<file path="config.mk">
export PLATFORM = sky130hd
export DESIGN_NAME = cas_fsk_stream_tx
export DESIGN_NICKNAME = d
export VERILOG_FILES = /design/src/rtl/cas_pkg.sv /design/src/rtl/cas_tick_nco.sv /design/src/rtl/cas_fsk_stream_tx.sv
export SDC_FILE = /design/constraint.sdc
export NUM_CORES = 1
export LEC_CHECK = 0
export CORE_MARGIN = 3
export CORE_UTILIZATION = 40
export DETAILED_ROUTE_END_ITERATION = 7
export PLACE_DENSITY = 0.6
export SLEW_MARGIN = 20
export SYNTH_ARGS = -nofsm -noshare
export SYNTH_HDL_FRONTEND = slang
export SYNTH_SLANG_ARGS = --single-unit
</file>
<file path="constraint.sdc">
create_clock -name clk -period 5.42 [get_ports clk]
set_input_delay 1.355 -clock clk [delete_from_list [all_inputs] [get_ports clk]]
set_output_delay 1.355 -clock clk [all_outputs]
set_load 0.05 [all_outputs]
</file>
<file path="src/rtl/cas_pkg.sv">
// Shared constants and helpers for the FSK cassette-tone serializer.
//   SLOTS_ONE / SLOTS_ZERO : tick-slots per '1' / '0' symbol
//   TICK_HZ_NOM            : nominal slot tick rate
//   STEP_DEFAULT           : NCO increment giving ~4800 Hz from the system clock
//   tx_state_e             : serializer state (idle / shifting a word)
package cas_pkg;

  localparam int          SLOTS_ONE    = 2;
  localparam int          SLOTS_ZERO   = 4;
  localparam int          TICK_HZ_NOM  = 4800;
  localparam int unsigned STEP_DEFAULT = 90687;

  typedef enum logic {
    ST_IDLE  = 1'b0,
    ST_SHIFT = 1'b1
  } tx_state_e;

  // Index of the final slot of the symbol for a given bit value.
  function automatic logic [1:0] last_slot(input logic bit_val);
    return bit_val ? 2'(SLOTS_ONE - 1) : 2'(SLOTS_ZERO - 1);
  endfunction

  // Number of leading slots that are driven high (first half of the cycle).
  function automatic logic [1:0] high_slots(input logic bit_val);
    return bit_val ? 2'(SLOTS_ONE / 2) : 2'(SLOTS_ZERO / 2);
  endfunction

endpackage

</file>
<file path="src/rtl/cas_tick_nco.sv">
// Fractional NCO slot-tick generator.
//   clk, reset_n : system clock, async active-low reset
//   clr          : synchronous accumulator clear (wins over run)
//   run          : advance the accumulator this cycle
//   tick         : carry out of acc+STEP while running (combinational)
module cas_tick_nco
  import cas_pkg::*;
#(
  parameter int          ACC_W = 24,
  parameter int unsigned STEP  = STEP_DEFAULT
) (
  input  logic clk,
  input  logic reset_n,
  input  logic clr,
  input  logic run,
  output logic tick
);

  localparam logic [ACC_W:0] STEP_EXT = (ACC_W + 1)'(STEP);

  logic [ACC_W-1:0] r_acc;
  logic [ACC_W:0]   w_sum;

  // One bit wider than the accumulator: the MSB is the carry/tick, the rest wraps.
  assign w_sum = {1'b0, r_acc} + STEP_EXT;
  assign tick  = run & w_sum[ACC_W];

  always_ff @(posedge clk or negedge reset_n) begin
    if (!reset_n) begin
      r_acc <= '0;
    end else if (clr) begin
      r_acc <= '0;
    end else if (run) begin
      r_acc <= w_sum[ACC_W-1:0];
    end
  end

endmodule

</file>
<file path="src/rtl/cas_fsk_stream_tx.sv">
// Streaming FSK cassette-tone serializer.
// A '1' bit is one tone cycle over 2 tick-slots, a '0' bit one cycle over 4 slots,
// high half first. Words enter through valid/ready with a single holding register
// so that back-to-back words play without a gap.
//   clk, reset_n : system clock, async active-low reset
//   enable       : play gate; low aborts the stream synchronously
//   in_valid     : in_data is valid
//   in_data      : word to transmit (DATA_W bits)
//   in_ready     : holding register empty (and enabled)
//   busy         : a word is being shifted out
//   word_done    : 1-clk pulse after every word
//   done         : 1-clk pulse when the stream drains
//   dout         : tone output
module cas_fsk_stream_tx
  import cas_pkg::*;
#(
  parameter int          ACC_W     = 24,
  parameter int unsigned STEP      = STEP_DEFAULT,
  parameter int          DATA_W    = 8,
  parameter int          MSB_FIRST = 0,
  parameter bit          IDLE_LVL  = 1'b1
) (
  input  logic              clk,
  input  logic              reset_n,
  input  logic              enable,
  input  logic              in_valid,
  input  logic [DATA_W-1:0] in_data,
  output logic              in_ready,
  output logic              busy,
  output logic              word_done,
  output logic              done,
  output logic              dout
);

  localparam int              BC_W     = $clog2(DATA_W + 1);
  localparam logic [BC_W-1:0] LAST_BIT = BC_W'(DATA_W - 1);

  tx_state_e         r_state;
  logic              r_hold_vld;
  logic [DATA_W-1:0] r_hold;
  logic [DATA_W-1:0] r_shift;
  logic [1:0]        r_sc;
  logic [BC_W-1:0]   r_bitcnt;
  logic              r_word_done;
  logic              r_done;

  logic              w_busy;
  logic              w_tick;
  logic              w_cur_bit;
  logic              w_bit_end;
  logic              w_word_end;
  logic              w_accept;
  logic              w_shift_free;
  logic              w_load;
  logic              w_nco_clr;
  logic [DATA_W-1:0] w_load_data;
  logic [DATA_W-1:0] w_shift_next;

  assign w_busy    = (r_state == ST_SHIFT);
  assign w_cur_bit = (MSB_FIRST != 0) ? r_shift[DATA_W-1] : r_shift[0];

  cas_tick_nco #(
    .ACC_W (ACC_W),
    .STEP  (STEP)
  ) u_nco (
    .clk     (clk),
    .reset_n (reset_n),
    .clr     (w_nco_clr),
    .run     (w_busy),
    .tick    (w_tick)
  );

  assign w_bit_end  = w_busy & w_tick & (r_sc == last_slot(w_cur_bit));
  assign w_word_end = w_bit_end & (r_bitcnt == LAST_BIT);

  assign in_ready     = enable & ~r_hold_vld;
  assign w_accept     = in_valid & in_ready;
  // The shifter can take a word when idle or on the edge its last slot ends;
  // a word accepted into an empty hold at that moment bypasses the hold.
  assign w_shift_free = ~w_busy | w_word_end;
  assign w_load       = enable & w_shift_free & (r_hold_vld | w_accept);
  assign w_load_data  = r_hold_vld ? r_hold : in_data;
  // Clearing on load keeps every word phase-aligned to its own start.
  assign w_nco_clr    = ~enable | w_load;
  assign w_shift_next = (MSB_FIRST != 0) ? (r_shift << 1) : (r_shift >> 1);

  always_ff @(posedge clk or negedge reset_n) begin
    if (!reset_n) begin
      r_state     <= ST_IDLE;
      r_hold_vld  <= 1'b0;
      r_sc        <= '0;
      r_bitcnt    <= '0;
      r_word_done <= 1'b0;
      r_done      <= 1'b0;
    end else if (!enable) begin
      r_state     <= ST_IDLE;
      r_hold_vld  <= 1'b0;
      r_sc        <= '0;
      r_bitcnt    <= '0;
      r_word_done <= 1'b0;
      r_done      <= 1'b0;
    end else begin
      r_word_done <= w_word_end;
      r_done      <= w_word_end & ~w_load;
      // With the hold empty, a load can only come from a direct accept.
      r_hold_vld  <= r_hold_vld ? ~w_load : (w_accept & ~w_load);
      if (w_load) begin
        r_state  <= ST_SHIFT;
        r_sc     <= '0;
        r_bitcnt <= '0;
      end else if (w_word_end) begin
        r_state  <= ST_IDLE;
        r_sc     <= '0;
        r_bitcnt <= '0;
      end else if (w_bit_end) begin
        r_sc     <= '0;
        r_bitcnt <= r_bitcnt + BC_W'(1);
      end else if (w_busy && w_tick) begin
        r_sc     <= r_sc + 2'd1;
      end
    end
  end

  // Word storage carries no reset: its contents only matter once marked valid.
  always_ff @(posedge clk) begin
    if (w_accept) begin
      r_hold <= in_data;
    end
    if (w_load) begin
      r_shift <= w_load_data;
    end else if (w_bit_end) begin
      r_shift <= w_shift_next;
    end
  end

  assign busy      = w_busy;
  assign word_done = r_word_done;
  assign done      = r_done;
  assign dout      = w_busy ? (r_sc < high_slots(w_cur_bit)) : IDLE_LVL;

endmodule

</file>
==> out/summary.json <==
{
  "logic_synthesis": {
    "synthesis.area_um2": 2500,
    "synth-main-ff-cell": "sky130_fd_sc_hd__dfrtp_1",
    "avgSynthCellArea_um2": 11.4,
    "synth_area_leaders": "sky130_fd_sc_hd__dfrtp_1 (34%), sky130_fd_sc_hd__edfxtp_1 (19%), sky130_fd_sc_hd__mux2_2 (6.3%)",
    "mappedNetlistNets": 234,
    "synthesis.instances": 219,
    "synth_top_area_share_pct": 34.0,
    "synth-edff-count": 16,
    "seq_area_frac_synth_pct": 53.2,
    "synth.distinct_cells": 44,
    "synth-warning-count": 0,
    "postSynth.asyncResetShare_pct": 68.0,
    "postSynthRegisterBits": 50,
    "synth_largest_area_cell": "sky130_fd_sc_hd__dfrtp_1"
  },
  "finish": {
    "diodes": 0,
    "layout_cell_share_with_drive_strength_beyond_1_pct": 13.8,
    "finish.instance_area_um2": 2870,
    "num-fill-cells": 554,
    "final_nets": 253,
    "finalNonFillerCells": 314,
    "synthToLayoutAreaGrowth_pct": 14.7
  },
  "clock_network": {
    "cts_root_buf": "sky130_fd_sc_hd__clkbuf_8",
    "tritoncts": "built",
    "clock_sink_count": 50,
    "clock_tree.htree_level_count": 2,
    "clk_path_buf_depth": 2,
    "cts-hold-fix-buffers": 0,
    "cts.repair.resized": 0,
    "cts.clk_slew.worst_paths_ns": 0.09,
    "clock_latency_ns": 0.30,
    "cts_buffers": 5,
    "post_cts.repair.setup_buffers": 0
  },
  "floorplan": {
    "design.core.area_um2": 5990,
    "die_w_um": 85.1,
    "ios": 17,
    "rows": 28,
    "die-height_um": 85.1,
    "start_util_pct": 41.8,
    "floorplan.die_area_um2": 7240
  },
  "run_status": {
    "run_status": "finished, final reports clean"
  },
  "critical_path": {
    "r2r_start": "u_nco.r_acc[0]",
    "data_required_time_at_the_worst_endpoint_ns": 4.07,
    "crit_chain": "clkdlybuf4s50_1, nand2b_1, inv_1, clkdlybuf4s50_1",
    "crit_top_cell": "sky130_fd_sc_hd__clkdlybuf4s50_1",
    "slowest_delay_ns": 0.80,
    "critical_path.max_fanout": 7,
    "setup_crit_start_kind": "input port",
    "timing_worst_setup_path_type": "input port to output pin",
    "timing.critical_path.to_type": "output pin",
    "critPathArrivalTime_ns": 2.97,
    "crit_path_start": "enable",
    "cpMaxStageDelayCell": "sky130_fd_sc_hd__clkdlybuf4s50_1"
  },
  "timing": {
    "fin_tns_setup_ns": 0,
    "max_freq_mhz": 231,
    "tcrit_tclk_final_pct": 79.9,
    "worst_slack_ns": 1.09,
    "period_minus_ws_final_ns": 4.33,
    "worst_slew_margin_rel_pct": 50.5,
    "final.setup_skew_ns": 0.00577,
    "hold_violations": 0,
    "worstMarginPinSlew_ns": 0.738,
    "finalSetupViolCount": 0,
    "maxSlewViolCount": 0,
    "unrepaired_setup_endpoints_after_global_routing": "false"
  },
  "power": {
    "power_density_nw_per_um2": 294,
    "sequentialPowerShare_pct": 51.8,
    "report.power.total_uw": 845,
    "power.static_leakage_nw": 1.14,
    "cellInternalPower_uw": 612,
    "power_frac_comb_pct": 16.8,
    "peak_vdd_ir_uv": 157,
    "netSwitchingPower_uw": 233,
    "swShare_pct": 27.5,
    "share_clk_of_total_power_pct": 31.4
  },
  "hold_path": {
    "hold_path_class": "flip-flop to flip-flop",
    "worst_hold_startpoint": "u_nco.r_acc[16]"
  },
  "routing": {
    "drt_iter0_drc": 69,
    "dr_wl_met3_um": 125,
    "finalWirelength_um": 4320,
    "routed-wl-met2_um": 2080,
    "first_pass_iters": 4,
    "num_vias": 1618,
    "topRoutingLayerUsed": "met4",
    "route.detailed.wl_per_inst_um": 13.8,
    "ant_nets": 0,
    "met1Wirelength_um": 2050,
    "vias_per_cell": 5.15,
    "drcViolationCount": 0
  },
  "global_route": {
    "grt_total_usage_pct": 13.7,
    "grt.overflow.total": 0,
    "grt_first_pass_wirelength_um": 7890,
    "vias_in_the_first_global_route": 1614,
    "pin_count_of_the_biggest_net_entering_global_routing": 35,
    "antenna_violations_before_repair": 0
  },
  "placed_design": {
    "postPlaceCellArea_um2": 2740,
    "gp_congestion": 0.729,
    "placedCellCount": 305,
    "pre_cts_ws_ns": 1.08,
    "place.detailed.hpwl_um": 2950,
    "count_of_buffers_inserted_at_the_top_level_ports": 16
  },
  "flow_run": {
    "drv.max_cap_violation_count": 0
  }
}
-- state kept, by name, indices dropped and copies added (netlist names) --
register / flops
r_shift: 8
u_nco.r_acc: 24
busy: 1
done: 1
r_bitcnt: 4
r_hold: 8
r_sc: 2
r_hold_vld: 1
word_done: 1
-- through the flow --
step | util (%) | hold WS (ns)
detailed placement | 45.8 | 0.530
global route | 47.9 | 0.582
finish | 47.9 | 0.546
global placement | 45.8 | 0.521
floorplan | - | 0.502
CTS | 47.7 | 0.553
-- final timing paths --
kind / endpoint / slack, ns / cells after the start
hold reg to reg: u_nco.r_acc[16] / 0.55 / 2
min in group asynchronous: u_nco.r_acc[20] / 1.45 / 2
setup reg to reg: r_shift[1] / 2.81 / 7
max in group asynchronous: u_nco.r_acc[3] / 3.65 / 2
hold / removal: u_nco.r_acc[16] / 0.55 / 2
setup / recovery: in_ready / 1.09 / 4
-- synth_stat cells, drive strengths merged, types with 4 or more instances --
cell    count
dfrtp      34
nor2       34
edfxtp     16
mux2       14
xor2       14
nand2      13
o21ai      11
xnor2      11
nand3       6
a211oi      5
o211ai      5
a21oi       4
clkbuf      4
inv         4
nor3        4
-- worst max-delay path: cells and delay by family --
kind | cells | cell delay, ns
buffers and inverters | 3 | 1.51
and+or+nand+nor | 1 | 0.11
-- final cells by class --
cell class	count	area (um2)	share of cell area (%)
Tap cell	75	93.8	3.27
Sequential cell	50	1330	46.4
Inverter	4	15.0	0.523
Timing Repair Buffer	19	190	6.63
Clock buffer	5	68.8	2.40
Clock inverter	3	45.0	1.57
Multi-Input combinational cell	158	1130	39.2
-- layer usage --
| layer | global-route usage [%] | up-vias |
|---|---|---|
| met4 | 4.75 | 0 |
| met2 | 21.2 | 18 |
| li1 | - | 817 |
| met1 | 18.6 | 778 |
| met5 | 0 | - |
| met3 | 3.79 | 5 |
-- power by group through the flow --
stage | sequential (mW) | clock [mW] | combinational [mW]
after global placement | 0.445 | 0 | 0.141
final | 0.438 | 0.265 | 0.142
after global routing | 0.442 | 0.297 | 0.158
after floorplan | 0.443 | 0 | 0.105
after detailed placement | 0.446 | 0 | 0.142
after CTS | 0.438 | 0.272 | 0.142
-- kinds of logic after synthesis --
group	share of synthesized area, %
and+or+nand+nor	15.8
DFF	53.2
AOI/OAI and AO/OA	11.8
xor gates and xnor gates	8.75
muxes	7.10
buffers and inverters	1.80
adders and majority gates	1.50
-- cells in the final DEF (no fill, tap or decap), types with 3 or more instances in the layout --
cell type / count
sky130_fd_sc_hd__nand4_1: 3
sky130_fd_sc_hd__nor3_1: 3
sky130_fd_sc_hd__and3_1: 3
sky130_fd_sc_hd__o2111ai_1: 3
sky130_fd_sc_hd__edfxtp_1: 16
sky130_fd_sc_hd__xnor2_1: 11
sky130_fd_sc_hd__nand3_1: 6
sky130_fd_sc_hd__o211ai_1: 4
sky130_fd_sc_hd__ha_1: 3
sky130_fd_sc_hd__mux2_2: 14
sky130_fd_sc_hd__o21ai_0: 8
sky130_fd_sc_hd__nand2_1: 13
sky130_fd_sc_hd__dfrtp_1: 34
sky130_fd_sc_hd__nor2_1: 34
sky130_fd_sc_hd__clkdlybuf4s50_1: 16
sky130_fd_sc_hd__xor2_1: 14
sky130_fd_sc_hd__inv_1: 4
sky130_fd_sc_hd__clkbuf_8: 5
sky130_fd_sc_hd__a211oi_1: 4
sky130_fd_sc_hd__a21oi_1: 3
Power figures use the tool's default switching activity.
